$ cat config.mk
export PLATFORM = sky130hd
export DESIGN_NAME = packet_gen_prog
export DESIGN_NICKNAME = d
export VERILOG_FILES = /design/src/rtl/packet_gen_prog.sv
export SDC_FILE = /design/constraint.sdc
export NUM_CORES = 1
export LEC_CHECK = 0
export BUFFER_PORTS_ARGS = -buffer_cell sky130_fd_sc_hd__buf_2
export CORE_MARGIN = 4
export CORE_UTILIZATION = 58
export DETAILED_ROUTE_END_ITERATION = 6
export PLACE_DENSITY = 0.81
export SETUP_SLACK_MARGIN = 0.02
export SLEW_MARGIN = 10
export SYNTH_ARGS = -nofsm -noshare
export SYNTH_HDL_FRONTEND = slang
export SYNTH_SLANG_ARGS = --single-unit
$ cat constraint.sdc
create_clock -name clk -period 6.65 [get_ports clk]
set_input_delay 0.665 -clock clk [delete_from_list [all_inputs] [get_ports clk]]
set_output_delay 0.665 -clock clk [all_outputs]
set_load 0.005 [all_outputs]
$ cat src/rtl/packet_gen_prog.sv
// Programmable AXI-Stream test-packet generator: per-packet lengths from a writable table,
// finite or continuous runs, inter-packet gap, counter data pattern and graceful stop.
module packet_gen_prog #(
  parameter int unsigned DW      = 128,
  parameter int unsigned NUM_LEN = 8,
  parameter int unsigned LEN_W   = 16
) (
  input  logic                       clk,
  input  logic                       resetn,
  input  logic                       start,
  input  logic                       stop,
  input  logic [31:0]                num_packets,
  input  logic [7:0]                 gap_cycles,
  input  logic                       pattern_mode,
  input  logic                       cfg_we,
  input  logic [$clog2(NUM_LEN)-1:0] cfg_addr,
  input  logic [LEN_W-1:0]           cfg_len,
  output logic                       busy,
  output logic                       done,
  output logic [31:0]                pkt_count,
  output logic [DW-1:0]              axis_out_tdata,
  output logic [DW/8-1:0]            axis_out_tkeep,
  output logic                       axis_out_tlast,
  output logic                       axis_out_tvalid,
  input  logic                       axis_out_tready
);

  localparam int unsigned DB = DW / 8;
  localparam int unsigned AW = $clog2(NUM_LEN);
  localparam int unsigned PW = $clog2(DB);
  localparam logic [LEN_W-1:0] DbW = LEN_W'(DB);

  typedef enum logic [1:0] {StIdle, StSend, StGap} state_e;

  state_e           state_q, state_d;
  logic [31:0]      pkt_count_q, pkt_count_d;
  logic [31:0]      num_q, num_d;
  logic [7:0]       gap_q, gap_d;
  logic [7:0]       gap_cnt_q, gap_cnt_d;
  logic             mode_q, mode_d;
  logic             stop_seen_q, stop_seen_d;
  logic             done_q, done_d;
  logic [15:0]      data_q, data_d;
  logic [AW-1:0]    idx_q, idx_d;
  logic [LEN_W-1:0] beat_q, beat_d;
  logic [LEN_W-1:0] beats_q, beats_d;
  logic [PW-1:0]    part_q, part_d;
  logic [LEN_W-1:0] len_tab_q [NUM_LEN];
  logic [LEN_W-1:0] len_tab_d [NUM_LEN];

  logic             lat_en;
  logic [AW-1:0]    lat_idx;
  logic [LEN_W-1:0] lat_len;
  logic             hs;
  logic             last_beat;

  assign last_beat = (beat_q == beats_q);
  assign hs        = (state_q == StSend) && axis_out_tready;
  // Reads the registered table, so a write landing in the latch cycle is not seen yet.
  assign lat_len   = (len_tab_q[lat_idx] == '0) ? LEN_W'(1) : len_tab_q[lat_idx];

  always_comb begin
    state_d     = state_q;
    pkt_count_d = pkt_count_q;
    num_d       = num_q;
    gap_d       = gap_q;
    gap_cnt_d   = gap_cnt_q;
    mode_d      = mode_q;
    stop_seen_d = stop_seen_q;
    done_d      = 1'b0;
    data_d      = data_q;
    idx_d       = idx_q;
    beat_d      = beat_q;
    beats_d     = beats_q;
    part_d      = part_q;
    len_tab_d   = len_tab_q;
    lat_en      = 1'b0;
    lat_idx     = idx_q;

    if (cfg_we) len_tab_d[cfg_addr] = cfg_len;

    unique case (state_q)
      StIdle: begin
        if (start) begin
          num_d       = num_packets;
          gap_d       = gap_cycles;
          mode_d      = pattern_mode;
          pkt_count_d = '0;
          idx_d       = '0;
          data_d      = 16'd1;
          stop_seen_d = stop;
          lat_en      = 1'b1;
          lat_idx     = '0;
          state_d     = StSend;
        end
      end
      StSend: begin
        stop_seen_d = stop_seen_q | stop;
        if (hs) begin
          data_d = data_q + 16'd1;
          beat_d = beat_q + LEN_W'(1);
          if (last_beat) begin
            pkt_count_d = pkt_count_q + 32'd1;
            idx_d       = idx_q + AW'(1);
            if (stop_seen_q || stop || (num_q != '0 && pkt_count_d == num_q)) begin
              state_d = StIdle;
              done_d  = 1'b1;
            end else if (gap_q != '0) begin
              gap_cnt_d = gap_q;
              state_d   = StGap;
            end else begin
              stop_seen_d = 1'b0;
              lat_en      = 1'b1;
              lat_idx     = idx_d;
            end
          end
        end
      end
      StGap: begin
        if (stop) begin
          state_d = StIdle;
          done_d  = 1'b1;
        end else if (gap_cnt_q == 8'd1) begin
          stop_seen_d = 1'b0;
          lat_en      = 1'b1;
          state_d     = StSend;
        end else begin
          gap_cnt_d = gap_cnt_q - 8'd1;
        end
      end
      default: state_d = StIdle;
    endcase

    if (lat_en) begin
      beat_d  = LEN_W'(1);
      beats_d = (lat_len - LEN_W'(1)) / DbW + LEN_W'(1);
      part_d  = PW'(lat_len % DbW);
      if (mode_q) data_d = 16'd1;
    end
  end

  always_ff @(posedge clk or negedge resetn) begin
    if (!resetn) begin
      state_q     <= StIdle;
      pkt_count_q <= '0;
      num_q       <= '0;
      gap_q       <= '0;
      gap_cnt_q   <= '0;
      mode_q      <= 1'b0;
      stop_seen_q <= 1'b0;
      done_q      <= 1'b0;
      data_q      <= 16'd1;
      idx_q       <= '0;
      beat_q      <= LEN_W'(1);
      beats_q     <= LEN_W'(1);
      part_q      <= '0;
      for (int i = 0; i < NUM_LEN; i++) len_tab_q[i] <= DbW;
    end else begin
      state_q     <= state_d;
      pkt_count_q <= pkt_count_d;
      num_q       <= num_d;
      gap_q       <= gap_d;
      gap_cnt_q   <= gap_cnt_d;
      mode_q      <= mode_d;
      stop_seen_q <= stop_seen_d;
      done_q      <= done_d;
      data_q      <= data_d;
      idx_q       <= idx_d;
      beat_q      <= beat_d;
      beats_q     <= beats_d;
      part_q      <= part_d;
      len_tab_q   <= len_tab_d;
    end
  end

  always_comb begin
    axis_out_tkeep = '1;
    if (last_beat && part_q != '0) begin
      for (int unsigned i = 0; i < DB; i++) axis_out_tkeep[i] = (i < 32'(part_q));
    end
  end

  assign busy            = (state_q != StIdle);
  assign done            = done_q;
  assign pkt_count       = pkt_count_q;
  assign axis_out_tvalid = (state_q == StSend);
  assign axis_out_tlast  = last_beat;
  assign axis_out_tdata  = {(DW / 16){data_q}};

endmodule

=== Yosys cells after proc, flatten, opt, wreduce, memory -nomap -nowiden ===
Index checks and enable logic that the tools add are counted.

* Reductions and logical operators: 24
* Bitwise gates (word level): 3
* Muxes and demuxes: 65
* Add/subtract/negate cells: 7
* Equality and inequality tests: 15
* Order comparisons: 18

{| class="wikitable"
|+ Operators with widths
! cell !! number
|-
| 16-bit 2-to-1 mux || 12
|-
| 128-bit bitwise mux || 1
|-
| 32-bit 2-to-1 mux || 3
|-
| 32-bit case mux with 2 select lines || 1
|-
| 16-bit binary-select mux with 3-bit select || 1
|-
| 16-bit demux with 3-bit select || 1
|-
| 8-bit 2-to-1 mux || 6
|-
| 16-bit by 1-bit adder with 16-bit output (second input constant) || 2
|-
| 32-bit by 1-bit adder with 32-bit output (second input constant) || 1
|-
| 32-bit equality test || 1
|-
| 16-bit case mux with 2 select lines || 1
|-
| 32-bit nonzero test || 1
|-
| 4-bit < comparator (first input constant) || 7
|-
| 3-bit 2-to-1 mux || 7
|-
| 1-bit 2-to-1 mux || 18
|-
| 16-bit equality test || 1
|-
| 16-bit zero test || 1
|-
| 3-bit by 4-bit < comparator with 1-bit output (first input constant) || 4
|-
| 8-bit case mux with 2 select lines || 1
|-
| 16-bit by 1-bit subtractor with 16-bit output (second input constant) || 1
|-
| 2-bit 2-to-1 mux || 7
|-
| 12-bit by 1-bit adder with 13-bit output (second input constant) || 1
|-
| 3-bit case mux with 2 select lines || 2
|-
| 2-bit inequality test (second input constant) || 5
|-
| other kinds (29) || 46
|}

* Flip-flop bits (word level): 268
* Input port bits: 66
* Output and inout bits: 180

=== Logic depth before layout (Yosys ltp) ===
* Word-level depth: 16
* Gate-level depth with buffers: 28

=== Worst setup path after synthesis ===
Ideal clock, no wire load.

* Path type: reg-to-reg
* From: register pkt_count_q[0], in the netlist pkt_count[0]
* To: register beats_q[10]
* Stages on the path, launching flop included: 27
* Library setup time: 0.092 ns
* Arrival time: 6.026 ns
* Slack: 0.532 ns
* Buffers on the path: 3
* Clock period less this slack: 6.118 ns
* Cell sequence: dfrtp_1 -> ha_1 -> clkbuf_1 -> nand4_2 -> or4_1 -> o21ai_1 -> o211a_1 -> nand4_1 -> or4b_4 -> nand2_4 -> mux2_4 -> buf_12 -> buf_12 -> mux2i_1 -> mux4_2 -> nand4_1 -> nor3_1 -> nand2b_1 -> nand2b_1 -> o21ai_0 -> ha_1 -> nand3_1 -> or4_1 -> o21a_4 -> nor4_4 -> nor3b_1 -> o31ai_2

* Longest elaborated chain between the ends: 16
* Elaborated cells on any way between the ends: 20
* Classes of those cells: add/sub (3); eq/ne (1); mux (12); bitwise (1); reduce/logical (3)

{| class="wikitable"
|+ RTL lines
! element !! line !! RTL
|-
| start, declared || 36 || <nowiki>logic [31:0] pkt_count_q, pkt_count_d;</nowiki>
|-
| start signal, assigned || 160 || <nowiki>pkt_count_q <= pkt_count_d;</nowiki>
|-
| 32-bit by 1-bit adder with 32-bit output (*) || 103 || <nowiki>pkt_count_d = pkt_count_q + 32'd1;</nowiki>
|-
| 32-bit equality test (*) || 105 || <nowiki>if (stop_seen_q || stop || (num_q != '0 && pkt_count_d == num_q)) begin</nowiki>
|-
| 1-bit logical AND (*) || 105 ||
|-
| 1-bit logical OR (*) || 105 ||
|-
| 3-bit 2-to-1 mux || 105 ||
|-
| 3-bit 2-to-1 mux || 102 || <nowiki>if (last_beat) begin</nowiki>
|-
| 3-bit 2-to-1 mux || 99 || <nowiki>if (hs) begin</nowiki>
|-
| 3-bit case mux with 2 select lines || 82 || <nowiki>unique case (state_q)</nowiki>
|-
| 3-bit inverter with 4-bit output (not written as such) || 60 || <nowiki>assign lat_len = (len_tab_q[lat_idx] == '0) ? LEN_W'(1) : len_tab_q[lat_idx];</nowiki>
|-
| 16-bit binary-select mux with 3-bit select || 60 ||
|-
| 16-bit 2-to-1 mux (not written as such) (2 in series) || 60 ||
|-
| 16-bit zero test || 60 ||
|-
| 16-bit 2-to-1 mux || 60 ||
|-
| 16-bit by 1-bit subtractor with 16-bit output || 136 || <nowiki>beats_d = (lat_len - LEN_W'(1)) / DbW + LEN_W'(1);</nowiki>
|-
| 12-bit by 1-bit adder with 13-bit output || 136 ||
|-
| end signal, assigned || 170 || <nowiki>beats_q <= beats_d;</nowiki>
|-
| end, declared || 46 || <nowiki>logic [LEN_W-1:0] beats_q, beats_d;</nowiki>
|}

Every way passes the cells marked *; elsewhere a longest branch is shown, timed or not. The select of a mux whose other input is x is not followed.
A chain may end at the register's enable or synchronous reset.

=== Final worst setup path ===
* From: register pkt_count_q[4], in the netlist pkt_count[4]
* To: register beats_q[10]

Same word-level chain as after synthesis.

==> out/qor.log <==
INFO  setup_path     path_max_fanout=24
INFO  timing         max_transition_margin=18.7%
INFO  worst_hold_path timing.hold.worst.class=input pin to asynchronous set/reset pin
INFO  die            die_h=171µm
INFO  setup_path     startpoint=pkt_count[4]
INFO  global_route   globalRouteTotalUtil=26.2%
INFO  timing         worst_clock_skew=0.0144ns
INFO  power_and_ir_drop peak_supply_drop=0.267mV
INFO  timing         timing.setup.tns=0ns
INFO  die            core_area=0.0261mm²
INFO  run_status     outcome=finished clean
INFO  cts            clk_latency=0.57ns
INFO  global_route   first_global_vias=11,400
INFO  global_route   grt_pass1_wl=61,800µm
INFO  setup_path     cp.required=7.12ns
INFO  setup_path     worst_r2r_path_depth=23
INFO  cts            clockRootBuffer=sky130_fd_sc_hd__clkbuf_16
INFO  drt            routed_wire_length_per_instance=20.1µm
INFO  global_route   grt_max_degree=200
INFO  drt            detail_route.drc_violations=0
INFO  die            ios=246
INFO  cells_and_area syn2layout_area_growth=13.0%
INFO  power_and_ir_drop p_per_area=341mW/mm²
INFO  setup_path     cp_cell_sequence=nand3_2 > or4_4 > or4_4 > nand3_2 > nand4_1 > or4b_4 > nand2_4 > mux2_4 > buf_4 > mux2i_1 > mux2i_1 > nand3_1 > nor3_1 > nand2b_1 > nand2b_1 > o21ai_0 > ha_1 > nand3_1 > or4_1 > o21a_4 > nor4_4 > nor3b_1 > o31ai_2
INFO  yosys          postSynthCellCount=1,457
INFO  setup_path     worstSetupStartpointType=register
INFO  cts            numClockSinks=265
INFO  yosys          synth_fa_ha_area_share=0.892%
INFO  yosys          synth_nets=1,534
INFO  yosys          synth-seq-cells=265
INFO  setup_path     regToRegSetupSlack=0.34ns
INFO  yosys          yosys.area_share.simple=13.8%
INFO  placed_design  placedInstanceArea=0.0164mm²
INFO  drt            detail_route.wirelength=39,400µm
INFO  die            floorplan.initialDensity=59.0%
INFO  yosys          synth.yosys.seq_area_share=43.1%
INFO  timing         hold_violations=0
INFO  cts            cts_buffer_depth=3
INFO  placed_design  port_buffers=244
INFO  cts            cts_max_level=1
INFO  timing         fin_worst_hold_slack=0.0338ns
INFO  cts            tritoncts=yes
INFO  placed_design  gp_routability_congestion=0.961
INFO  setup_path     critical_path.max_stage_delay=0.63ns
INFO  global_route   gr-total-overflow=0
INFO  yosys          dominant_combinational_cell_family_by_area_after_synthesis=multiplexers
INFO  drt            vias_per_cell=6.03
INFO  yosys          number_of_distinct_library_cells_after_synthesis=84
INFO  setup_path     r2r_end=beats_q[10]
INFO  global_route   antenna_found_initial=3
INFO  drt            firstDrtPassIters=5
INFO  timing         layout_min_cycle_time=6.31ns
INFO  timing         rsz0062_at_grt=no
INFO  drt            dr_total_vias=11,900
INFO  yosys          post_synth.cell_area_avg=10.6µm²
INFO  yosys          xor_and_xnor_area_share_after_synthesis=5.68%
INFO  cells_and_area fillerInstances=1,957
INFO  yosys          ys.warnings.count=0
INFO  drt            drt.antenna.violating_nets=0
INFO  drt            detailedRoute.firstIterationViolations=959
INFO  power_and_ir_drop leakagePower=8.43nW
INFO  die            fp.dieW=171µm
INFO  timing         max_freq=158MHz
INFO  die            die-area=0.0293mm²
INFO  cells_and_area post_route_cells_drive_above_1_share=35.7%
INFO  cts            clk_pin_slew=0.06ns
INFO  setup_path     slowest_stage=sky130_fd_sc_hd__or4b_4
INFO  cts            total_cts_buffers=29
INFO  die            fp-row-count=59
INFO  cells_and_area post-route-cell-area=0.0174mm²
INFO  yosys          ys_dominant_reg_cell=sky130_fd_sc_hd__dfrtp_1
INFO  timing         fin_crit_sh=94.9%
INFO  flow_run       cap_viol_max_count=0
INFO  yosys          synth.area.mux_share=20.2%
INFO  setup_path     worstPathArrival=6.78ns
INFO  setup_path     worst_r2r_startpoint=pkt_count[4]
INFO  cells_and_area nets=1,681
INFO  timing         timing.final.max_slew_violations=0
INFO  placed_design  dp.final_hpwl=27,800µm
INFO  setup_path     cp-end-kind=register
INFO  setup_path     worst_setup_path_endpoint=beats_q[10]
INFO  yosys          synth_compound_gate_area_share=7.91%
INFO  timing         final-setup-viol-count=0
INFO  cts            cts_hold_repair.buffers=0
INFO  yosys          synth_async_sr_flop_share=100%
INFO  setup_path     critPathKind=register to register
INFO  yosys          synth_enable_flop_cells=0
INFO  yosys          syn_area=0.0154mm²
INFO  timing         worstMarginPinSlew=1.22ns
[flip-flops by register name (all words and copies together), names as in the netlist]
signal       flops
done             1
stop_seen_q      1
beat_q          16
len_tab_q      128
state_q          2
num_q           32
gap_q            8
beats_q         13
data_q          16
idx_q            3
pkt_count       32
gap_cnt_q        8
part_q           4
mode_q           1
[critical path, delay by kind of cell, from the launching register on]
kind | cells | cell delay, ns
flops | 1 | 0.56
buf+inv | 1 | 0.29
simple gates | 15 | 3.73
fa+ha+maj | 1 | 0.24
mux | 3 | 0.83
compound gates | 3 | 0.55
[what timing repair did]
| item | CTS | global route |
|---|---|---|
| setup buffers | 0 | 2 |
| resized for setup | 0 | 10 |
| endpoints found under the setup margin | 0 | 3 |
[Yosys cell counts (12+ instances only)]
cell type,instances,area (µm²)
sky130_fd_sc_hd__nand2b_1,12,75.1
sky130_fd_sc_hd__nand3_1,38,190
sky130_fd_sc_hd__nor4_1,19,119
sky130_fd_sc_hd__inv_1,25,93.8
sky130_fd_sc_hd__and3_1,16,100
sky130_fd_sc_hd__a22oi_1,15,113
sky130_fd_sc_hd__buf_4,115,863
sky130_fd_sc_hd__nor3_1,21,105
sky130_fd_sc_hd__o21ai_0,70,350
sky130_fd_sc_hd__mux2_2,171,1930
sky130_fd_sc_hd__nand4_1,32,200
sky130_fd_sc_hd__nand2_1,86,323
sky130_fd_sc_hd__mux2i_1,104,1040
sky130_fd_sc_hd__o31ai_1,16,120
sky130_fd_sc_hd__dfrtp_1,254,6360
sky130_fd_sc_hd__nor2_1,88,330
sky130_fd_sc_hd__or3_1,13,81.3
sky130_fd_sc_hd__clkbuf_1,50,188
sky130_fd_sc_hd__xor2_1,37,324
sky130_fd_sc_hd__a21oi_1,33,165
sky130_fd_sc_hd__xnor2_1,63,552
[cell families (layout without fill, tap and decap cells)]
logic type | count (synthesis) | in the layout
flip-flops | 265 | 265
buffers and inverters | 211 | 381
other | 1 | 4
AO/OA/AOI/OAI | 193 | 193
multiplexers | 284 | 284
adder cells (fa/ha/maj) | 11 | 11
XOR/XNOR | 100 | 100
AND/OR/NAND/NOR | 392 | 392
[final cells by class]
cell class                 instances  area [µm²]  share of cell area (%)
sequential                       265        6650                    38.1
inverter                          25        93.8                   0.538
clock inverter                    10         144                   0.825
tap                              335         419                    2.40
antenna                            3        7.51                  0.0431
clock buffer                      44         842                    4.83
timing repair buffer             302        1720                    9.85
multi-input combinational        981        7560                    43.4
[per-stage QoR]
| step | util, % | setup WS, ns | total power [mW] | cells |
|---|---|---|---|---|
| 3_3_place_gp | 62.7 | 0.478 | 4.19 | 1906 |
| 3_5_place_dp | 62.7 | 0.297 | 4.27 | 1906 |
| 5_1_grt | 66.7 | 0.0207 | 6.27 | 1965 |
| 2_1_floorplan | - | 0.532 | 3.69 | 1457 |
| 4_1_cts | 66.5 | 0.240 | 5.95 | 1960 |
| 6_report | 66.7 | 0.339 | 5.94 | 1965 |
[layout by cell type, fill, tap and decap left out, drive strengths merged, types with 3 or more instances in the layout]
master	instances
inv	26
xor2	37
a21oi	33
nor3	21
diode	3
nand2b	12
o31ai	17
or4	9
nor3b	7
clkinv	6
clkbuf	44
nand3	40
o21ai	76
and3	16
nor4	22
bufinv	3
o211a	4
xnor2	63
o211ai	3
a31oi	8
ha	11
a21boi	4
mux2	172
mux2i	110
dfrtp	254
nor2	89
nand2	87
nor2b	4
and4	6
nor4b	5
a22oi	15
and2	7
or2	5
nand4	35
dfstp	11
buf	302
or3	13
a211oi	3
o41ai	4
nand4b	5
[worst min-delay path by stage]
stage	start	to	slack, ns	cells after the start
finish	resetn	gap_cnt_q[6]	0.03	1
global route	resetn	gap_cnt_q[6]	0.08	1
floorplan	resetn	beat_q[10]	0.37	0
CTS	resetn	gap_q[1]	0.05	1
global placement	mode_q	mode_q	0.48	1
detailed placement	beats_q[1]	beats_q[1]	0.49	2
[per-layer routing]
layer | track usage (%) | wire, µm | vias up
li1 | - | - | 5417
met4 | 10.8 | 1650 | 0
met1 | 32.8 | 15900 | 5916
met5 | 0 | 0 | -
met3 | 3.30 | 2010 | 105
met2 | 46.1 | 19900 | 416
[report_power, final]
group	internal (mW)	switching (mW)
clock	0.991	0.665
combinational	0.860	1.04
sequential	2.03	0.361
total	3.88	2.06
(Power assumes the default switching activity.)
